[src/rtl/sprite_palette_engine_if.sv]
// Pixel request, palette write, blink control and pixel output bundle
// for the sprite palette engine.
`timescale 1ns/1ps
interface sprite_palette_engine_if #(
    parameter int unsigned IDX_W = 4,
    parameter int unsigned PAL_W = 2
) ();
    logic              valid_in;
    logic [PAL_W-1:0]  pal_sel;
    logic [IDX_W-1:0]  index;
    logic              wr_en;
    logic [PAL_W-1:0]  wr_pal;
    logic [IDX_W-1:0]  wr_idx;
    logic [11:0]       wr_rgb;
    logic              frame_tick;
    logic              flash_start;
    logic [7:0]        flash_frames;
    logic [3:0]        red;
    logic [3:0]        green;
    logic [3:0]        blue;
    logic              transparent;
    logic              valid_out;
    logic              flashing;

    modport master (
        output valid_in, pal_sel, index, wr_en, wr_pal, wr_idx, wr_rgb,
               frame_tick, flash_start, flash_frames,
        input  red, green, blue, transparent, valid_out, flashing
    );

    modport slave (
        input  valid_in, pal_sel, index, wr_en, wr_pal, wr_idx, wr_rgb,
               frame_tick, flash_start, flash_frames,
        output red, green, blue, transparent, valid_out, flashing
    );
endinterface

[src/rtl/sprite_palette_engine.sv]
// Multi-palette sprite colour lookup with a 2-stage pipeline and a
// frame-timed blink FSM that forces opaque pixels to white while on.
`timescale 1ns/1ps
module sprite_palette_engine #(
    parameter int unsigned IDX_W        = 4,
    parameter int unsigned NUM_PAL      = 4,
    parameter int unsigned PAL_W        = 2,
    parameter int unsigned TRANSP_IDX   = 0,
    parameter int unsigned FLASH_PERIOD = 4
) (
    input  logic                    Clk,
    input  logic                    Reset,
    sprite_palette_engine_if.slave  bus
);
    localparam int unsigned DEPTH = 2 ** IDX_W;
    localparam int unsigned RGB_W = 12;
    localparam int unsigned PH_W  = (FLASH_PERIOD > 1) ? $clog2(FLASH_PERIOD) : 1;
    localparam logic [RGB_W-1:0] WHITE = 12'hFFF;

    typedef struct packed {
        logic [RGB_W-1:0] rgb;
        logic             transp;
    } pix_t;

    typedef enum logic [1:0] {
        IDLE      = 2'd0,
        FLASH_ON  = 2'd1,
        FLASH_OFF = 2'd2
    } state_t;

    logic [RGB_W-1:0] pal_mem [NUM_PAL][DEPTH];

    logic             wr_ok;
    logic             rd_ok;
    logic [RGB_W-1:0] rd_rgb;
    pix_t             s1_pix;
    logic             s1_valid;

    state_t           state, state_n;
    logic [7:0]       remaining, remaining_n;
    logic [PH_W-1:0]  phase, phase_n;

    assign wr_ok  = bus.wr_en && (32'(bus.wr_pal) < NUM_PAL);
    assign rd_ok  = 32'(bus.pal_sel) < NUM_PAL;
    assign rd_rgb = rd_ok ? pal_mem[bus.pal_sel][bus.index] : '0;

    // Palette storage; a same-cycle read sees the pre-write value
    always_ff @(posedge Clk) begin
        if (Reset) begin
            for (int p = 0; p < int'(NUM_PAL); p++) begin
                for (int i = 0; i < int'(DEPTH); i++) begin
                    pal_mem[p][i] <= '0;
                end
            end
        end else if (wr_ok) begin
            pal_mem[bus.wr_pal][bus.wr_idx] <= bus.wr_rgb;
        end
    end

    // Stage 1: raw lookup and transparency
    always_ff @(posedge Clk) begin
        if (Reset) begin
            s1_valid <= 1'b0;
            s1_pix   <= '0;
        end else begin
            s1_valid      <= bus.valid_in;
            s1_pix.rgb    <= rd_rgb;
            s1_pix.transp <= rd_ok && (bus.index == IDX_W'(TRANSP_IDX));
        end
    end

    // Stage 2: flash override uses the FSM state at this edge
    always_ff @(posedge Clk) begin
        if (Reset) begin
            bus.valid_out   <= 1'b0;
            bus.transparent <= 1'b0;
            bus.red         <= '0;
            bus.green       <= '0;
            bus.blue        <= '0;
        end else begin
            bus.valid_out <= s1_valid;
            if (s1_valid) begin
                bus.transparent <= s1_pix.transp;
                if ((state == FLASH_ON) && !s1_pix.transp) begin
                    {bus.red, bus.green, bus.blue} <= WHITE;
                end else begin
                    {bus.red, bus.green, bus.blue} <= s1_pix.rgb;
                end
            end else begin
                bus.transparent <= 1'b0;
                bus.red         <= '0;
                bus.green       <= '0;
                bus.blue        <= '0;
            end
        end
    end

    // Blink FSM state register
    always_ff @(posedge Clk) begin
        if (Reset) begin
            state        <= IDLE;
            remaining    <= '0;
            phase        <= '0;
            bus.flashing <= 1'b0;
        end else begin
            state        <= state_n;
            remaining    <= remaining_n;
            phase        <= phase_n;
            bus.flashing <= (state_n != IDLE);
        end
    end

    // Blink next-state; a start request overrides a coincident tick
    always_comb begin
        state_n     = state;
        remaining_n = remaining;
        phase_n     = phase;
        if (bus.flash_start) begin
            phase_n = '0;
            if (bus.flash_frames != 8'd0) begin
                state_n     = FLASH_ON;
                remaining_n = bus.flash_frames;
            end else begin
                state_n     = IDLE;
                remaining_n = '0;
            end
        end else if (bus.frame_tick && (state != IDLE)) begin
            remaining_n = remaining - 8'd1;
            if (remaining == 8'd1) begin
                state_n = IDLE;
                phase_n = '0;
            end else if (phase == PH_W'(FLASH_PERIOD - 1)) begin
                phase_n = '0;
                state_n = (state == FLASH_ON) ? FLASH_OFF : FLASH_ON;
            end else begin
                phase_n = phase + PH_W'(1);
            end
        end
    end
endmodule

[src/flat_wrapper.sv]
// flat-port wrapper written by rule: the top's interface ports become plain ports
module sprite_palette_engine_flat 
#(
    parameter int unsigned IDX_W        = 4,
    parameter int unsigned NUM_PAL      = 4,
    parameter int unsigned PAL_W        = 2,
    parameter int unsigned TRANSP_IDX   = 0,
    parameter int unsigned FLASH_PERIOD = 4
)
  (Clk, Reset, bus_valid_in, bus_pal_sel, bus_index, bus_wr_en, bus_wr_pal, bus_wr_idx, bus_wr_rgb, bus_frame_tick, bus_flash_start, bus_flash_frames, bus_red, bus_green, bus_blue, bus_transparent, bus_valid_out, bus_flashing);
  sprite_palette_engine_if #(.IDX_W(IDX_W), .PAL_W(PAL_W)) bus_i ();
  input  logic Clk;
  input  logic Reset;
  input wire logic [$bits(bus_i.valid_in)-1:0] bus_valid_in;
  input wire logic [$bits(bus_i.pal_sel)-1:0] bus_pal_sel;
  input wire logic [$bits(bus_i.index)-1:0] bus_index;
  input wire logic [$bits(bus_i.wr_en)-1:0] bus_wr_en;
  input wire logic [$bits(bus_i.wr_pal)-1:0] bus_wr_pal;
  input wire logic [$bits(bus_i.wr_idx)-1:0] bus_wr_idx;
  input wire logic [$bits(bus_i.wr_rgb)-1:0] bus_wr_rgb;
  input wire logic [$bits(bus_i.frame_tick)-1:0] bus_frame_tick;
  input wire logic [$bits(bus_i.flash_start)-1:0] bus_flash_start;
  input wire logic [$bits(bus_i.flash_frames)-1:0] bus_flash_frames;
  output wire logic [$bits(bus_i.red)-1:0] bus_red;
  output wire logic [$bits(bus_i.green)-1:0] bus_green;
  output wire logic [$bits(bus_i.blue)-1:0] bus_blue;
  output wire logic [$bits(bus_i.transparent)-1:0] bus_transparent;
  output wire logic [$bits(bus_i.valid_out)-1:0] bus_valid_out;
  output wire logic [$bits(bus_i.flashing)-1:0] bus_flashing;
  assign bus_i.valid_in = bus_valid_in;
  assign bus_i.pal_sel = bus_pal_sel;
  assign bus_i.index = bus_index;
  assign bus_i.wr_en = bus_wr_en;
  assign bus_i.wr_pal = bus_wr_pal;
  assign bus_i.wr_idx = bus_wr_idx;
  assign bus_i.wr_rgb = bus_wr_rgb;
  assign bus_i.frame_tick = bus_frame_tick;
  assign bus_i.flash_start = bus_flash_start;
  assign bus_i.flash_frames = bus_flash_frames;
  assign bus_red = bus_i.red;
  assign bus_green = bus_i.green;
  assign bus_blue = bus_i.blue;
  assign bus_transparent = bus_i.transparent;
  assign bus_valid_out = bus_i.valid_out;
  assign bus_flashing = bus_i.flashing;
  sprite_palette_engine #(.IDX_W(IDX_W), .NUM_PAL(NUM_PAL), .PAL_W(PAL_W), .TRANSP_IDX(TRANSP_IDX), .FLASH_PERIOD(FLASH_PERIOD)) u_core (.Clk(Clk), .Reset(Reset), .bus(bus_i));
endmodule
[config.mk]
export PLATFORM = sky130hd
export DESIGN_NAME = sprite_palette_engine_flat
export DESIGN_NICKNAME = d
export VERILOG_FILES = /design/src/rtl/sprite_palette_engine_if.sv /design/src/rtl/sprite_palette_engine.sv /design/src/flat_wrapper.sv
export SDC_FILE = /design/constraint.sdc
export NUM_CORES = 1
export LEC_CHECK = 0
export CAP_MARGIN = 20
export CORE_AREA = 3 3 277 307
export CTS_CLUSTER_SIZE = 40
export DETAILED_ROUTE_END_ITERATION = 10
export DIE_AREA = 0 0 280 310
export PLACE_DENSITY = 0.69
export RECOVER_POWER = 25
export SETUP_SLACK_MARGIN = 0.5
export SLEW_MARGIN = 10
export SYNTH_ARGS = -nofsm -noshare
export SYNTH_HDL_FRONTEND = slang
export SYNTH_SLANG_ARGS = --single-unit
[constraint.sdc]
create_clock -name Clk -period 4.15 [get_ports Clk]
set_input_delay 0.83 -clock Clk [delete_from_list [all_inputs] [get_ports Clk]]
set_output_delay 0.83 -clock Clk [all_outputs]
set_load 0.01 [all_outputs]
### Word level (Yosys, flattened, before mapping)

Memories as Yosys holds them, arrays and structs flattened.
Index checks and enable logic that the tools add are counted.

* order comparisons: 3
* bitwise gates (word level): 3
* reduce and logical (&&, ||, !) cells: 12
* div/mod/pow operators: 0
* shift-type cells: 0
* muxes and demuxes: 27
* add/sub/neg operators: 2
* equality and inequality tests: 3
* $mul: 0

Operators with widths (count)
* 2-to-1 mux 192 bit: 3
* OR reduction 192 bit: 1
* binary-select mux 12 bit (select 4 bit): 1
* demux 12 bit (select 4 bit): 1
* 2-to-1 mux 12 bit: 3
* 2-to-1 mux 8 bit: 3
* 2-to-1 mux 2 bit: 8
* 2-to-1 mux 4 bit: 3
* >= comparator 5 bit, second input constant: 2
* inverter 4 -> 5 bit: 2
* equality test 8 x 1 -> 1 bit, second input constant: 1
* nonzero test 8 bit: 1
* subtractor 8 x 1 -> 8 bit, second input constant: 1
* nonzero test 2 bit: 3
* < comparator 5 x 1 -> 1 bit, second input constant: 1
* 2-to-1 mux 1 bit: 5
* logical NOT 4 bit: 1
* OR reduction 2 bit: 2
* logical AND 1 bit: 3
* adder 2 x 1 -> 2 bit, second input constant: 1
* equality test 2 x 1 -> 1 bit, second input constant: 1
* equality test 2 bit, second input constant: 1
* logical NOT 1 bit: 1
* inverter 1 bit: 1

* bits in latches: 0
* register bits after elaboration: 41
* memory bits (read-only): 0
* word-level logic and storage cells: 63
* output and inout port bits: 15
* bits in writable memories: 768
* memories: 1

Memory list
* u_core.pal_mem: words 4, bits a word 192, read ports 1, clocked after Yosys merged registers in 0, write ports 4, line sprite_palette_engine.sv:31 `logic [RGB_W-1:0] pal_mem [NUM_PAL][DEPTH];`

### Logic depth before layout (Yosys ltp)

* depth in word-level cells: 8
* gate-level depth with buffers: 10
* depth with buffers taken out: 7

### Worst setup path before layout

No wires, ideal clock.

* kind: input to register
* start: input port bus_pal_sel[0]
* end: register u_core.s1_pix[7] (netlist name)
* data required time: 4.033 ns
* setup time: 0.117 ns
* stages on the path: 8
* path slack: 1.735 ns
* arrival: 2.298 ns
* cell sequence: buf_6 buf_12 buf_8 buf_6 mux4_2 a22oi_1 nand2_1 a22o_1

* word-level cells in the longest chain between the ends: 4

RTL lines
* from (decl): line flat_wrapper.sv:15 `input wire logic [$bits(bus_i.pal_sel)-1:0] bus_pal_sel;`
* memory (4 x 192 bit)
* binary-select mux 12 bit (select 4 bit): line sprite_palette_engine.sv:45 `assign rd_rgb = rd_ok ? pal_mem[bus.pal_sel][bus.index] : '0;`
* 2-to-1 mux 12 bit (implied by the code) (2 in series): line sprite_palette_engine.sv:45
* to (decl): line sprite_palette_engine.sv:36 `pix_t s1_pix;`

No other way between the ends. The select of a mux whose other input is x is not followed.
A chain may end at the register's enable or synchronous reset.

==> run summary <==
Max-Cap Viols: 1
CP required: 4.48 ns
Inserted Clock Buffers: 78
vias per cell: 5.72
final WL: 93600 µm
Die W: 280 µm
clock sinks: 809
fraction of post-synthesis cell area in the top cell type by area: 62.5%
total gr overflow: 0
asr flop ratio synth: 0%
post-synth top area cell: edfxtp_1
Final Max Slew Viols: 17
clock buffer depth: 3
pre-CTS WS: 0.622 ns
TNS Setup: 0 ns
CTS tree: yes
Root Buffer: clkbuf_16
Tcrit/Tclk final: 84.6%
sequential fraction of the synthesis area: 64.8%
Synthesis Warnings: 0
dpl hpwl: 58500 µm
average routed wire per standard cell: 26.0 µm
Synth Area in XOR/XNOR: 0.166%
critical path's slowest cell: nand2b_1
slowest stage delay, CP: 1.25 ns
RSZ-0062 raised after global routing: no
VDD IR max: 0.000291 V
Worst Setup Start Kind: input pin
Cells after Synth: 2509
Adder-Cell Fraction of Synth Area: 0.102%
Worst-Margin Slew: 1.64 ns
Peak Freq: 0.285 GHz
EDFF count, synth: 768
clock-pin slew on the worst setup and hold paths: 0.06 ns
post_cts resized: 0
status: finished with violations
share of layout cells above drive strength 1: 16.3%
post-synthesis mux area share: 11.8%
Cell Count, Final, Fillers Out: 3606
I/O Pins: 53
initial core utilization: 45.0%
setup bufs post-CTS: 0
synth top area cells: edfxtp_1 (63%), and2_1 (13%), mux4_2 (10%)
hold path start: u_core.s1_pix[0]
global router's overall resource usage: 21.7%
buffers plus inverters on the worst setup path: 1
global-route wire length before repair: 138000 µm
cell area after synthesis: 36900 µm²
top cell family by delay on the critical path: simple AND/OR/NAND/NOR gates
Final Setup Violations: 0
Slew HR: -9.29%
post-cts hold buffer count: 0
Rows: 110
fin nets: 2521
pin count of the biggest net entering global routing: 65
Die Ht: 310 µm
Core Area: 81900 µm²
Compound-Gate Fraction of Synth Area: 3.23%
r2r startpoint: u_core.pal_mem[3][51]
largest family of logic cells by synthesized area: simple AND/OR/NAND/NOR gates
crit path max fanout: 16
CP Capture Type: register
Antenna Nets Post-Route: 0
Worst Skew: 0.0297 ns
Setup WS post-layout: 0.641 ns
DR pass1 iterations: 5
hold path depth: 1
Worst EP arrival: 3.84 ns
P&R area growth vs syn: 10.2%
violations in the final reports: capacitance limit, slew limit
Synth Net Count: 2550
Die ar.: 86800 µm²
DRT iter0 DRCs: 2331
CP startpoint: bus_wr_pal[1]
average size of a mapped cell: 14.7 µm²
P_leak: 0.0140 µW
synth unique cells: 58
hold crit path type: reg -> reg
Hold Fails Final Rpt: 0
initial antenna violation count: 2
path length in cells of the critical path: 4
clk_lat worst skew: 0.62 ns
Setup Crit Path Kind: in -> reg
Most used DFF post-synth: edfxtp_1
vias post-DR: 20614
CTS HTree Levels: 3
R2R depth: 5
Cell Count Post-Placement: 3464
crit-path cells: dlygate4sd3_1 > nand2b_1 > nor2_1 > or2_2
simple logic cell fraction of the synthesized area: 16.8%
# DRC: 0
vias in the first global route: 21360
Port Buffers: 52
global placement routability congestion: 0.855
Pwr Density: 440 nW/µm²
Period minus WS final: 3.51 ns
Synth Register Bits: 809
[cells in the mapped netlist (4+ instances only)]
library cell and n:
clkbuf_1 178, a21oi_1 25, nor3_1 5, nand3_1 17, or2_2 67, buf_6 14, buf_4 8, a21o_1 6
nor4_1 4, o211ai_1 5, o21ai_1 5, inv_1 5, nor2_1 115, mux4_2 164, nand2b_1 7, o22a_1 4
a22oi_1 29, nor2b_1 10, mux2i_1 67, o22ai_1 5, edfxtp_1 768, xor2_1 5, o21ai_0 12, and2_1 770
dfxtp_1 41, o221ai_1 23, buf_1 21, buf_2 14, a31oi_1 10, a221oi_1 4, nand2_1 38, buf_8 4
a211oi_1 12, a22o_1 12
[area by class of cell]
class	count	area (µm²)
Fill cell	6754	41300
Sequential cell	809	23900
Multi-Input combinational cell	1455	11900
Clock buffer	99	2120
Tap cell	1064	1330
Timing Repair Buffer	131	1030
Clock inverter	42	379
Inverter	5	18.8
Antenna cell	1	2.50
[stage by stage]
stage / power [µW] / cell area, µm² / hold slack [ns] / utilization [%]
6_report: 17900 / 40600 / 0.461 / 49.6
5_1_grt: 18400 / 40600 / 0.488 / 49.6
4_1_cts: 18000 / 40800 / 0.465 / 49.8
3_5_place_dp: 11000 / 38300 / 0.450 / 46.7
3_3_place_gp: 10900 / 38300 / 0.448 / 46.7
2_1_floorplan: 10400 / 36900 / 0.416 / -
[path summary, 6_finish.rpt]
kind,slack (ns),endpoint
worst min-delay path,0.46,u_core.bus.transparent
worst min register to register,0.46,u_core.bus.transparent
worst max register to register,1.97,u_core.s1_pix[4]
worst max-delay path,0.64,u_core.pal_mem[1][20]
[per-layer routing]
metal	global-route usage (%)	vias to the layer above	wire, µm
li1	-	9050	-
met1	27.0	10475	35600
met2	37.3	872	46800
met3	3.22	217	6410
met4	10.8	0	4800
met5	0	-	0
[kinds of logic after synthesis]
family                   after synthesis
adder cells (fa/ha/maj)                3
AO/OA/AOI/OAI                        165
flip-flops                           809
buffers and inverters                245
XOR/XNOR                               7
AND/OR/NAND/NOR                     1049
multiplexers                         231
[flip-flops by register name, summed over array words and instances (netlist names)]
signal / count
u_core.bus.blue: 4
u_core.bus.flashing: 1
u_core.bus.green: 4
u_core.bus.red: 4
u_core.bus.transparent: 1
u_core.bus.valid_out: 1
u_core.pal_mem: 768
u_core.phase: 2
u_core.remaining: 8
u_core.s1_pix: 13
u_core.s1_valid: 1
u_core.state: 2
[layout by cell type, fill, tap and decap left out, types with 4 or more instances in the layout]
master	synthesis	final
o21ai_0	12	12
a221oi_1	4	4
clkbuf_16	0	81
a211oi_1	12	12
inv_1	5	5
nand3_1	17	17
a31oi_1	10	10
o21ai_1	5	5
or2_2	67	66
and2_1	770	565
xor2_1	5	5
edfxtp_1	768	768
a22oi_1	29	29
nor2_1	115	115
inv_6	0	4
o22a_1	4	4
mux4_2	164	164
mux2i_1	67	67
bufinv_16	0	7
o211ai_1	5	5
nor4_1	4	4
clkinv_2	0	14
buf_4	8	54
nor3_1	5	5
a22o_1	12	12
a21oi_1	25	25
nand2b_1	7	6
dlygate4sd3_1	0	19
o22ai_1	5	5
buf_12	1	6
nor2b_1	10	9
o221ai_1	23	23
clkdlybuf4s50_1	0	16
a21o_1	6	6
clkinv_1	0	17
dfxtp_1	41	41
clkbuf_1	178	46
and2_0	0	205
nand2_1	38	38
[where the power goes]
part	switching [µW]	internal, µW	total [µW]	leakage (µW)
logic	815	481	1300	0.00512
registers	171	9340	9510	0.00763
clock network	3020	4060	7080	0.00124
total	4010	13900	17900	0.0140
Power figures use the tool's default switching activity.
